File: src/rtl/random_pkg.sv
// Shared definitions for the random generator and its stream checker: FSM states,
// LFSR taps and the next-state / range-mapping functions both sides must agree on.
package random_pkg;

    typedef enum logic [1:0] {
        StIdle,
        StLoad,
        StCheck,
        StHalt
    } state_t;

    localparam int unsigned LFSR_WIDTH = 32;
    // Range mapping is done at a fixed internal width; data widths up to 64 bits fit.
    localparam int unsigned MAP_WIDTH = 64;
    localparam logic [LFSR_WIDTH-1:0] LFSR_TAPS = 32'h8020_0003;

    function automatic logic [LFSR_WIDTH-1:0] lfsr_next(input logic [LFSR_WIDTH-1:0] value);
        return value[0] ? ((value >> 1) ^ LFSR_TAPS) : (value >> 1);
    endfunction

    function automatic logic [MAP_WIDTH-1:0] map_to_range(
        input logic [LFSR_WIDTH-1:0] lfsr,
        input logic [MAP_WIDTH-1:0]  min,
        input logic [MAP_WIDTH:0]    span
    );
        logic [MAP_WIDTH:0] rem;
        // A zero span only exists before any valid configuration has been loaded.
        if (span == '0) begin
            return min;
        end
        rem = (MAP_WIDTH + 1)'(lfsr) % span;
        return min + MAP_WIDTH'(rem);
    endfunction

endpackage

File: src/rtl/lfsr_core.sv
// Reference-sequence LFSR: loads a seed (zero replaced by 1) and steps once per advance.
module lfsr_core
    import random_pkg::*;
(
    input  logic                  clock,
    input  logic                  reset,
    input  logic                  load,
    input  logic [LFSR_WIDTH-1:0] seed,
    input  logic                  advance,
    output logic [LFSR_WIDTH-1:0] value
);

    logic [LFSR_WIDTH-1:0] value_q, value_d;

    always_comb begin
        value_d = value_q;
        if (load) begin
            // An all-zero state would lock the LFSR forever.
            value_d = (seed == '0) ? LFSR_WIDTH'(1) : seed;
        end else if (advance) begin
            value_d = lfsr_next(value_q);
        end
    end

    always_ff @(posedge clock) begin
        if (reset) begin
            value_q <= LFSR_WIDTH'(1);
        end else begin
            value_q <= value_d;
        end
    end

    assign value = value_q;

endmodule

File: config.mk
export PLATFORM = sky130hd
export DESIGN_NAME = lfsr_core
export DESIGN_NICKNAME = d
export VERILOG_FILES = /design/src/rtl/random_pkg.sv /design/src/rtl/lfsr_core.sv
export SDC_FILE = /design/constraint.sdc
export NUM_CORES = 1
export LEC_CHECK = 0
export BUFFER_PORTS_ARGS = -buffer_cell sky130_fd_sc_hd__buf_2
export CAP_MARGIN = 20
export CORE_MARGIN = 3
export CORE_UTILIZATION = 49
export CTS_BUF_LIST = sky130_fd_sc_hd__clkbuf_4 sky130_fd_sc_hd__clkbuf_8
export DETAILED_ROUTE_END_ITERATION = 12
export PLACE_DENSITY = 0.82
export SYNTH_ARGS = -nofsm -noshare
export SYNTH_HDL_FRONTEND = slang
export SYNTH_SLANG_ARGS = --single-unit
File: constraint.sdc
create_clock -name clock -period 1.3 [get_ports clock]
set_clock_uncertainty 0.2 [all_clocks]
set_input_delay 0.065 -clock clock [delete_from_list [all_inputs] [get_ports clock]]
set_output_delay 0.065 -clock clock [all_outputs]
set_load 0.02 [all_outputs]
* Word level (Yosys, flattened, before mapping)
Index checks and enable logic that the tools add are counted.
** Word-level totals
- Input port bits :: 36
- Bits in registers :: 32
- Output and inout bits :: 32
- Logic and storage cells :: 8
- Memories :: 0
- Memory bits (read-only) :: 0
- Latch bits :: 0
- RAM bits :: 0
** Cells by class
- Muxes and demuxes :: 4
- Shifts and indexed selects :: 0
- Reductions and logical operators :: 2
- Eq/ne operators :: 0
- $mul :: 0
- Divide/modulo/power cells :: 0
- Add/subtract/negate cells :: 0
- Magnitude comparators :: 0
- Bitwise logic cells :: 1
** Operators with widths (count)
- 32-bit two-way mux :: 4
- 32-bit zero test :: 1
- 3-bit inverter with 4-bit output :: 1
- 2-bit nonzero test :: 1

* Logic depth before layout (Yosys ltp)
Gate-level depths: netlist (run 1).
- Depth after elaboration :: 4
- Gate-level depth with buffers :: 6
- Depth with buffers taken out :: 4

* Least setup slack after synthesis (run 1)
No wires, ideal clock.
- Path kind :: flip-flop to flip-flop
- From :: register value_q[0], in the netlist value[0]
- To :: register value_q[1], in the netlist value[1]
- Arrival :: 0.966 ns
- Path slack :: 0.069 ns
- Period minus slack after synthesis :: 1.231 ns
- Setup time :: 0.065 ns
- Data required time :: 1.035 ns
- Buffers on the path :: 0
- Stages on the path, launching flop included :: 5
- Path through :: dfxtp_1 > xnor2_1 > a211oi_1 > a21oi_1 > nor2_1
** Between the ends
- Longest elaborated chain between the ends :: 3
** RTL lines
- start: declaration :: RTL line lfsr_core.sv:13 : logic [LFSR_WIDTH-1:0] value_q, value_d;
- start signal: assignment :: RTL line lfsr_core.sv:29 : value_q <= value_d;
- 32-bit two-way mux :: RTL line random_pkg.sv:18 : return value[0] ? ((value >> 1) ^ LFSR_TAPS) : (value >> 1);
- 32-bit two-way mux :: RTL line lfsr_core.sv:20 : end else if (advance) begin
- 32-bit two-way mux :: RTL line lfsr_core.sv:17 : if (load) begin
Every way passes these cells. The select of a mux whose other input is x is not followed.
A chain may end at the register's enable or synchronous reset.

* Worst setup path in the final report (run 1)
- From :: register value_q[0], in the netlist value[0]
- To :: output value[0]
** RTL lines
- end: declaration :: RTL line lfsr_core.sv:10 : output logic [LFSR_WIDTH-1:0] value
No word-level cell between the ends.

==> results of run 1 <==
==> power by group through the flow <==
stage	registers (mW)	logic [mW]	clock network (mW)
after CTS	1.09	0.487	0.640
after global routing	1.10	0.537	0.690
after detailed placement	1.11	0.460	0
final	1.09	0.496	0.632
after floorplan	1.18	0.228	0
after global placement	1.11	0.456	0
==> stage by stage <==
| step | worst slack (ns) | instances | setup TNS, ns |
|---|---|---|---|
| 6_report | 0.0136 | 307 | 0 |
| 5_1_grt | -0.0436 | 307 | -0.0465 |
| 4_1_cts | 0.00773 | 306 | 0 |
| 3_5_place_dp | 0.0445 | 288 | 0 |
| 3_3_place_gp | 0.0486 | 288 | 0 |
| 2_1_floorplan | 0.0694 | 188 | 0 |
==> synth_stat cells (all sizes together) <==
| cell type | number | area, um^2 |
|---|---|---|
| o21ai | 1 | 5.00 |
| o31a | 1 | 8.76 |
| nor4 | 8 | 50.1 |
| nor3b | 1 | 7.51 |
| a211oi | 2 | 15.0 |
| a21oi | 31 | 155 |
| nand2 | 1 | 3.75 |
| mux2i | 29 | 290 |
| nand4 | 2 | 12.5 |
| buf | 11 | 95.1 |
| nor2 | 62 | 238 |
| clkbuf | 4 | 15.0 |
| dfxtp | 32 | 641 |
| xnor2 | 3 | 26.3 |
==> final cells by class <==
class,count,share of cell area
tap,42,0.0248
multi-input combinational,141,0.392
sequential,32,0.302
timing repair buffer,84,0.249
clock buffer,8,0.0313
==> timing repair <==
| item | CTS | global route |
|---|---|---|
| endpoints found under the setup margin | 0 | 2 |
| hold endpoints to repair | 32 | 26 |
| resized for setup | 0 | 3 |
| hold buffers | 10 | 1 |
==> layer usage <==
layer  vias to the layer above  global-route usage  part of all wire
met4                         0               0.113             0.013
met3                         5              0.0540             0.062
met1                       715               0.254              0.44
met5                         -                   0                 0
met2                        51               0.345              0.48
li1                        799                   -                 -
==> final timing paths <==
check / startpoint / to / slack (ns) / depth (start not counted)
worst max-delay path: value[0] / value[0] / 0.01 / 1
worst min-delay path: seed[11] / value[11] / -0.23 / 3
worst max register to register: value[0] / value[1] / 0.07 / 4
worst min register to register: value[17] / value[17] / 0.44 / 4
==> cell families (layout without fill, tap and decap cells) <==
logic type | count (synthesis) | after routing | share of synthesized area
mux | 29 | 29 | 0.186
xor+xnor | 3 | 3 | 0.0168
buf+inv | 15 | 92 | 0.0705
flops | 32 | 32 | 0.410
simple gates | 74 | 74 | 0.199
compound gates | 35 | 35 | 0.118
==> impl_metrics.csv, run 1 <==
group,metric,value,unit
power,power.density,1050,nW/um^2
worst_setup_path,critical-path-slowest-cell,"dfxtp_1",
outcome,outcome,"finished with violations",
worst_setup_path,crit_fanout,5,
run,cap_violations,0,
grt,grt_max_degree,46,
cts,clk_pin_slew,0.10,ns
finish,num_antenna_cells,0,
finish,seq_area,641,um^2
power,p_int,1.57,mW
detailed_routing,dr.pass1.iters,4,
worst_setup_path,critical_path.cell_chain,"buf_2",
cts,clockBufferDepth,2,
detailed_routing,drt_iter0_markers,89,
finish,mostFrequentLayoutCells,"buf_2 (67), nor2_1 (60), dfxtp_1 (32), a21oi_1 (31), mux2i_1 (29)",
worst_setup_path,crit_family,"flip-flops",
placement,port-buffer-count,67,
synth,avgSynthCellArea,8.31,um^2
timing,whs,-0.235,ns
detailed_routing,vias,1570,
timing,setup_viol,0,
worst_setup_path,crit_required,1.03,ns
finish,finalCoreUtilization,0.730,
detailed_routing,post-route-drc-count,0,
finish,final_cell_area,2120,um^2
timing,period_share,0.990,
placement,gp_congestion,0.825,
worst_setup_path,crit_path_end_kind,"primary output",
die,die_h,62.5,um
die,start_util,0.539,
cts,htreeDepth,2,
timing,rsz0062_at_grt,"yes",
die,core,2900,um^2
worst_setup_path,critical_path_class,"reg2out",
detailed_routing,drtAntennaViolNets,0,
finish,layout_commonest_cell,"buf_2",
timing,max_freq,777,MHz
detailed_routing,wl_per_cell,13.4,um
die,std_cell_rows,19,
synth,ys_seq_area_frac,0.410,
power,p_sw,0.649,mW
cts,root_buffer,"clkbuf_4",
synth,ys_warn_count,0,
die,die_area,3900,um^2
grt,grt_pass1_vias,1421,
cts,clock_latency,0.33,ns
timing,finalHoldViolCount,25,
grt,antenna_found_initial,0,
timing,slew-limit-headroom,0.718,
synth,syn_nets,224,
finish,drive_gt1_frac,0.325,
timing,drv_slew,0,
outcome,violations,"negative hold slack",
power,leakage,1.03,nW
worst_setup_path,max_stage_delay,0.47,ns
synth,yosys_register_bits,32,
cts,clock-sinks,32,
grt,grt_pass1_wl,6620,um
worst_setup_path,crit_buf_inv,1,
min_path,min_path_type,"in2reg",
detailed_routing,routed_wirelength,4110,um
placement,dp.final_hpwl,2840,um
timing,tightestPinTransition,0.422,ns
grt,grt_overflow,0,
cts,cts_buffers,5,
detailed_routing,vias_per_cell,5.11,
finish,nNetsFinal,300,
finish,area_growth,35.5,%
power,p_sw_frac,0.293,
die,die_x,62.5,um
timing,fin_crit,1.29,ns
synth,ys_types,19,
cts,tritoncts,"built",
power,p_clk_frac,0.285,
grt,grtUsageTotal,0.212,
synth,synth_area,1560,um^2
placement,placed_area,1920,um^2
power,power_frac_seq,0.491,
power,comb_power_share,0.224,
finish,fill_cells,251,
power,total_power,2.22,mW
power,ir_drop,715,uV
synth,synth_cells,188,
worst_setup_path,critPathArrivalTime,1.02,ns
worst_setup_path,cp-start-kind,"flip-flop",
finish,multi_input_area,831,um^2
finish,largest_reg_flops,32,
die,io_pins,68,
cts,post-cts-setup-buffer-count,0,
(Power assumes the default switching activity.)
==> inputs of run 2 (changes only) <==
ABC_AREA = 1   (was not set)
BUFFER_PORTS_ARGS = not set   (was -buffer_cell sky130_fd_sc_hd__buf_2)
CORE_UTILIZATION = 60   (was 49)
DONT_BUFFER_PORTS = 1   (was not set)
PLACE_DENSITY = 0.76   (was 0.82)
==> impl_metrics.csv, run 2 <==
group,metric,value,unit
synth,synth-async-reset-ratio,0,
synth,synth_ff_type,"dfxtp_1",
die,io_pins,68,
cts,cts_buffers,5,
cts,clockBufferDepth,2,
synth,yosys_register_bits,32,
die,start_util,0.673,
placement,gp_congestion,0.822,
synth,synth_cells,219,
placement,dp.final_hpwl,2920,um
synth,avgSynthCellArea,7.19,um^2
cts,cts.repair.resized,0,
cts,root_buffer,"clkbuf_4",
cts,cts.hold.buffers_added,60,
outcome,outcome,"did not finish",
synth,synth_top_area_frac,0.407,
outcome,stop_error,"[ERROR DPL-0038] Utilization greater than 100%, impossible to legalize",
synth,netlist.top_cell.by_area,"dfxtp_1",
synth,synth_edf_count,0,
die,std_cell_rows,17,
synth,synth_common_cells,"o21ai_0 (43), nand2_1 (42), dfxtp_1 (32)",
synth,syn_nets,255,
synth,ys_types,19,
die,die_x,57.2,um
cts,post-cts-setup-buffer-count,0,
synth,yosys-top-cells-area,"dfxtp_1 (41%), o21ai_0 (14%), nand2_1 (10%)",
outcome,haltStage,"clock tree synthesis (4_1_cts)",
placement,port-buffer-count,0,
synth,yosysMostFrequentCell,"o21ai_0",
cts,htreeDepth,2,
synth,synth_area,1580,um^2
die,die_h,57.2,um
cts,clock-sinks,32,
synth,ys_warn_count,0,
synth,ys_seq_area_frac,0.407,
[run 2: cells by family after synthesis]
| family | synth area share |
|---|---|
| AOI/OAI and AO/OA | 0.311 |
| DFF | 0.407 |
| xor gates and xnor gates | 0.00556 |
| buffers and inverters | 0.105 |
| and+or+nand+nor | 0.172 |
[run 2: metrics by stage]
stage	utilization	std cells	area, um^2	hold slack [ns]	setup slack, ns
2_1_floorplan	-	219	1580	-0.0563	0.0353
3_3_place_gp	0.752	265	1760	-0.0538	0.196
3_5_place_dp	0.752	265	1760	-0.0475	0.130
==> inputs of run 3 (changes only) <==
CORE_UTILIZATION = 40   (was 60)
CTS_BUF_LIST = not set   (was sky130_fd_sc_hd__clkbuf_4 sky130_fd_sc_hd__clkbuf_8)
PLACE_DENSITY = not set   (was 0.76)
PLACE_DENSITY_LB_ADDON = 0.15   (was not set)
==> impl_metrics.csv, run 3 <==
group,metric,value,unit
cts,clockBufferDepth,2,
detailed_routing,drtAntennaViolNets,0,
worst_setup_path,cp-start-kind,"input port",
worst_setup_path,crit_family,"buffers and inverters",
finish,instances_no_fill,332,
worst_setup_path,max_stage_delay,0.55,ns
synth,synth_top_area_frac,0.407,
grt,grt_overflow,0,
finish,num_antenna_cells,0,
finish,drive_gt1_frac,0.208,
placement,dpl.cell_count,287,
timing,drv_slew,0,
synth,syn_nets,255,
finish,finalCoreUtilization,0.612,
timing,finalHoldViolCount,28,
worst_setup_path,critPathArrivalTime,1.29,ns
cts,tritoncts,"built",
grt,grt_max_degree,37,
synth,synth_cells,219,
die,std_cell_rows,22,
cts,clk_pin_slew,0.07,ns
grt,grtUsageTotal,0.211,
synth,ys_types,19,
detailed_routing,vias,1757,
timing,tightestPinTransition,0.512,ns
detailed_routing,routed_wirelength,4730,um
power,ir_drop,554,uV
worst_setup_path,critical_path.cell_chain,"dlygate4sd3_1 -> nand2_1 -> dlygate4sd3_1 -> a21oi_1",
power,leakage,0.951,nW
grt,antenna_found_initial,0,
synth,synth_common_cells,"o21ai_0 (43), nand2_1 (42), dfxtp_1 (32)",
placement,port-buffer-count,0,
min_path,min_path_type,"in2reg",
die,die_area,4730,um^2
worst_setup_path,crit_buf_inv,2,
cts,root_buffer,"clkbuf_8",
timing,slew-limit-headroom,0.658,
die,die_h,68.8,um
worst_setup_path,path_common_cell,"dlygate4sd3_1",
synth,avgSynthCellArea,7.19,um^2
finish,fill_cells,357,
synth,synth-async-reset-ratio,0,
placement,dp.final_hpwl,2980,um
outcome,outcome,"finished with violations",
die,start_util,0.424,
detailed_routing,wl_per_cell,14.3,um
detailed_routing,post-route-drc-count,0,
synth,synth_area,1580,um^2
synth,yosys-top-cells-area,"dfxtp_1 (41%), o21ai_0 (14%), nand2_1 (10%)",
timing,fin_setup_tns,0,ns
cts,clock_latency,0.28,ns
outcome,violations,"negative hold slack",
finish,area_growth,44.5,%
synth,yosysMostFrequentCell,"o21ai_0",
grt,grt_pass1_vias,1702,
worst_setup_path,critical-path-slowest-cell,"dlygate4sd3_1",
synth,synth_edf_count,0,
detailed_routing,drt_iter0_markers,126,
finish,layout_commonest_cell,"nand2_1",
worst_setup_path,crit_fanout,2,
die,core,3720,um^2
timing,fin_crit,1.27,ns
grt,grt_pass1_wl,7500,um
cts,clock-sinks,32,
detailed_routing,route.met2.wl,2290,um
detailed_routing,dr_wl_met3,411,um
finish,largest_reg_flops,32,
detailed_routing,dr.pass1.iters,4,
finish,nNetsFinal,319,
worst_setup_path,crit_required,1.32,ns
timing,whs,-0.108,ns
timing,rsz0062_at_grt,"yes",
die,io_pins,68,
die,die_x,68.8,um
detailed_routing,wl_met1,1990,um
synth,ys_seq_area_frac,0.407,
power,power.density,1080,nW/um^2
finish,mostFrequentLayoutCells,"nand2_1 (42), o21ai_0 (41), dlygate4sd3_1 (36), buf_4 (35), dfxtp_1 (32)",
timing,period_share,0.979,
timing,setup_viol,0,
synth,netlist.top_cell.by_area,"dfxtp_1",
run,cap_violations,0,
worst_setup_path,critical_path_class,"in2reg",
synth,yosys_register_bits,32,
synth,ys_warn_count,0,
synth,synth_ff_type,"dfxtp_1",
timing,max_freq,786,MHz
detailed_routing,highest_layer,"met4",
worst_setup_path,crit_path_end_kind,"flip-flop",
cts,post-cts-setup-buffer-count,0,
cts,cts_buffers,5,
placement,gp_congestion,0.719,
detailed_routing,vias_per_cell,5.29,
cts,htreeDepth,2,
[run 3: area by class of cell]
cell class,count,area [um^2],share of cell area
Clock inverter,2,10.0,0.00440
Inverter,9,33.8,0.0148
Sequential cell,32,641,0.281
Tap cell,48,60.1,0.0264
Multi-Input combinational cell,162,795,0.349
Timing Repair Buffer,73,654,0.288
Clock buffer,6,82.6,0.0363
[run 3: per-stage QoR]
step / setup WS, ns / instance area, um^2 / total power [mW]
finish: 0.0271 / 2280 / 2.46
global route: -0.0164 / 2280 / 2.59
CTS: 0.00270 / 2300 / 2.45
detailed placement: 0.154 / 1770 / 1.55
global placement: 0.191 / 1770 / 1.55
floorplan: 0.0353 / 1580 / 1.44
[run 3: final timing paths]
path / from / end / slack (ns) / cells past startpoint
worst max-delay path: seed[20] / value[20] / 0.03 / 4
worst min-delay path: load / value[18] / -0.11 / 3
worst min register to register: value[2] / value[2] / 0.33 / 2
worst max register to register: value[0] / value[0] / 0.12 / 5
[run 3: logic make-up after synthesis]
family / count (synthesis) / share of synthesized area
AOI/OAI and AO/OA: 94 / 0.311
and+or+nand+nor: 67 / 0.172
DFF: 32 / 0.407
buffers and inverters: 25 / 0.105
xor gates and xnor gates: 1 / 0.00556
[run 3: what timing repair did]
item	in CTS	in global routing
resized for setup	0	11
hold buffers	43	1
setup endpoints to repair	0	12
hold endpoints to repair	32	29
[run 3: per-layer routing]
metal  track usage  up-vias
li1              -      868
met1         0.252      817
met2         0.369       67
met3        0.0600        5
met4        0.0511        0
met5             0        -
[run 3: worst reg2reg max path: cells and delay by family (launching register included)]
family                    cells  cell delay (ns)
AOI/OAI and AO/OA             1             0.09
xor gates and xnor gates      1             0.12
buffers and inverters         1             0.17
DFF                           1             0.36
and+or+nand+nor               2             0.14
[run 3: report_power, final]
part | internal, mW | total, mW | switching [mW] | leakage [nW]
Clock | 0.422 | 0.791 | 0.369 | 0.0510
Combinational | 0.257 | 0.558 | 0.301 | 0.635
Sequential | 1.05 | 1.11 | 0.0577 | 0.265
Total | 1.73 | 2.46 | 0.728 | 0.951
==> inputs of run 4 (changes only) <==
CORE_AREA = 3 3 64 66   (was not set)
CORE_MARGIN = not set   (was 3)
CORE_UTILIZATION = not set   (was 40)
DIE_AREA = 0 0 67 69   (was not set)
==> impl_metrics.csv, run 4 (same netlist as run 3, synthesis figures left out) <==
group,metric,value,unit
outcome,violations,"negative hold slack",
detailed_routing,vias_per_cell,5.28,
placement,port-buffer-count,0,
timing,whs,-0.263,ns
detailed_routing,drtAntennaViolNets,0,
power,p_sw_frac,0.278,
power,power.density,1070,nW/um^2
detailed_routing,dr.pass1.iters,4,
cts,cts.hold.buffers_added,41,
detailed_routing,post-route-drc-count,0,
power,ir_drop,634,uV
timing,tightestPinTransition,0.484,ns
placement,place_ws,0.143,ns
grt,met3_usage,0.0505,
min_path,min_path_type,"in2reg",
timing,fin_crit,1.20,ns
cts,clockBufferDepth,2,
worst_setup_path,crit_required,1.26,ns
grt,gr-usage-met2,0.369,
power,p_clk_frac,0.318,
die,die_x,67,um
power,power_frac_seq,0.462,
finish,drive_gt1_frac,0.173,
power,total_power,2.41,mW
grt,grt_busiest_layer,"met2",
placement,gp_congestion,0.761,
worst_setup_path,critPathArrivalTime,1.16,ns
worst_setup_path,crit_fanout,18,
timing,fin_ws,0.0957,ns
worst_setup_path,critical_path.cell_chain,"dlygate4sd3_1 -> inv_4 -> buf_12 -> o21ai_0 -> a21oi_1",
die,die_area,4620,um^2
grt,grt_pass1_vias,1772,
timing,finalHoldViolCount,31,
timing,max_freq,830,MHz
timing,drv_slew,0,
cts,cts_buffers,5,
detailed_routing,drt_iter0_markers,140,
cts,clock-sinks,32,
die,die_h,69,um
cts,clock_latency,0.27,ns
detailed_routing,vias,1748,
die,core,3630,um^2
timing,period_share,0.926,
detailed_routing,wl_per_cell,14.3,um
outcome,outcome,"finished with violations",
cts,htreeDepth,2,
power,comb_power_share,0.220,
finish,largest_reg_flops,32,
power,leakage,0.942,nW
finish,mostFrequentLayoutCells,"o21ai_0 (42), nand2_1 (42), dlygate4sd3_1 (37), buf_4 (34), dfxtp_1 (32)",
worst_setup_path,crit_path_end_kind,"flip-flop",
worst_setup_path,critical-path-slowest-cell,"dlygate4sd3_1",
placement,placed_area,1780,um^2
finish,nNetsFinal,318,
worst_setup_path,max_stage_delay,0.57,ns
die,start_util,0.434,
cts,tritoncts,"built",
placement,dp.final_hpwl,3040,um
timing,fin_setup_tns,0,ns
finish,area_growth,42.8,%
grt,grt_pass1_wl,7890,um
worst_setup_path,critical_path_class,"in2reg",
grt,grt_max_degree,37,
timing,slew-limit-headroom,0.677,
power,p_int,1.74,mW
die,std_cell_rows,22,
cts,root_buffer,"clkbuf_8",
finish,final_cell_area,2250,um^2
cts,post-cts-setup-buffer-count,0,
power,p_sw,0.669,mW
detailed_routing,routed_wirelength,4720,um
timing,rsz0062_at_grt,"no",
finish,num_antenna_cells,0,
cts,clk_pin_slew,0.06,ns
grt,grt_overflow,0,
timing,setup_viol,0,
grt,grt_util_met1,0.262,
grt,antenna_found_initial,0,
die,io_pins,68,
grt,grtUsageTotal,0.214,
worst_setup_path,cp-start-kind,"input port",
run,cap_violations,0,
## run 4: cell type report
cell class / count / area (um^2)
clock buffers: 8 / 90.1
fillers: 367 / 1380
inverters: 9 / 36.3
multi-input cells: 162 / 777
flip-flops and latches: 32 / 641
well taps: 48 / 60.1
repair buffers: 72 / 646
## run 4: through the flow
stage,utilization,cells,hold slack [ns]
after global placement,0.490,286,-0.0536
after global routing,0.619,331,-0.274
after detailed placement,0.490,286,-0.0518
after CTS,0.627,335,-0.270
after floorplan,-,219,-0.0563
final,0.619,331,-0.263
## run 4: worst paths after layout
check / start / endpoint / slack [ns] / cells past startpoint
min reg2reg: value[2] / value[2] / 0.33 / 2
max reg2reg: value[0] / value[0] / 0.13 / 5
min: load / value[11] / -0.26 / 2
max: advance / value[10] / 0.1 / 5
## run 4: metal layers
| metal | part of all wire | wire [um] |
|---|---|---|
| met1 | 0.41 | 1940 |
| met5 | 0 | 0 |
| met2 | 0.49 | 2320 |
| met3 | 0.086 | 406 |
| met4 | 0.011 | 51 |
## run 4: what timing repair did
| item | in CTS | in global routing |
|---|---|---|
| endpoints found under the hold margin | 32 | 29 |
| resized for setup | 0 | 4 |
| setup endpoints to repair | 0 | 6 |
## run 4: worst max-delay path: cells and delay by family
family,cells,cell delay [ns]
compound gates,2,0.28
buf+inv,3,0.81
## run 4: power by group through the flow
stage               Sequential (mW)  Clock, mW  Combinational (mW)
floorplan                      1.21          0               0.227
global placement               1.13          0               0.422
detailed placement             1.13          0               0.430
CTS                            1.11      0.785               0.531
global route                   1.12      0.825               0.581
finish                         1.11      0.767               0.528
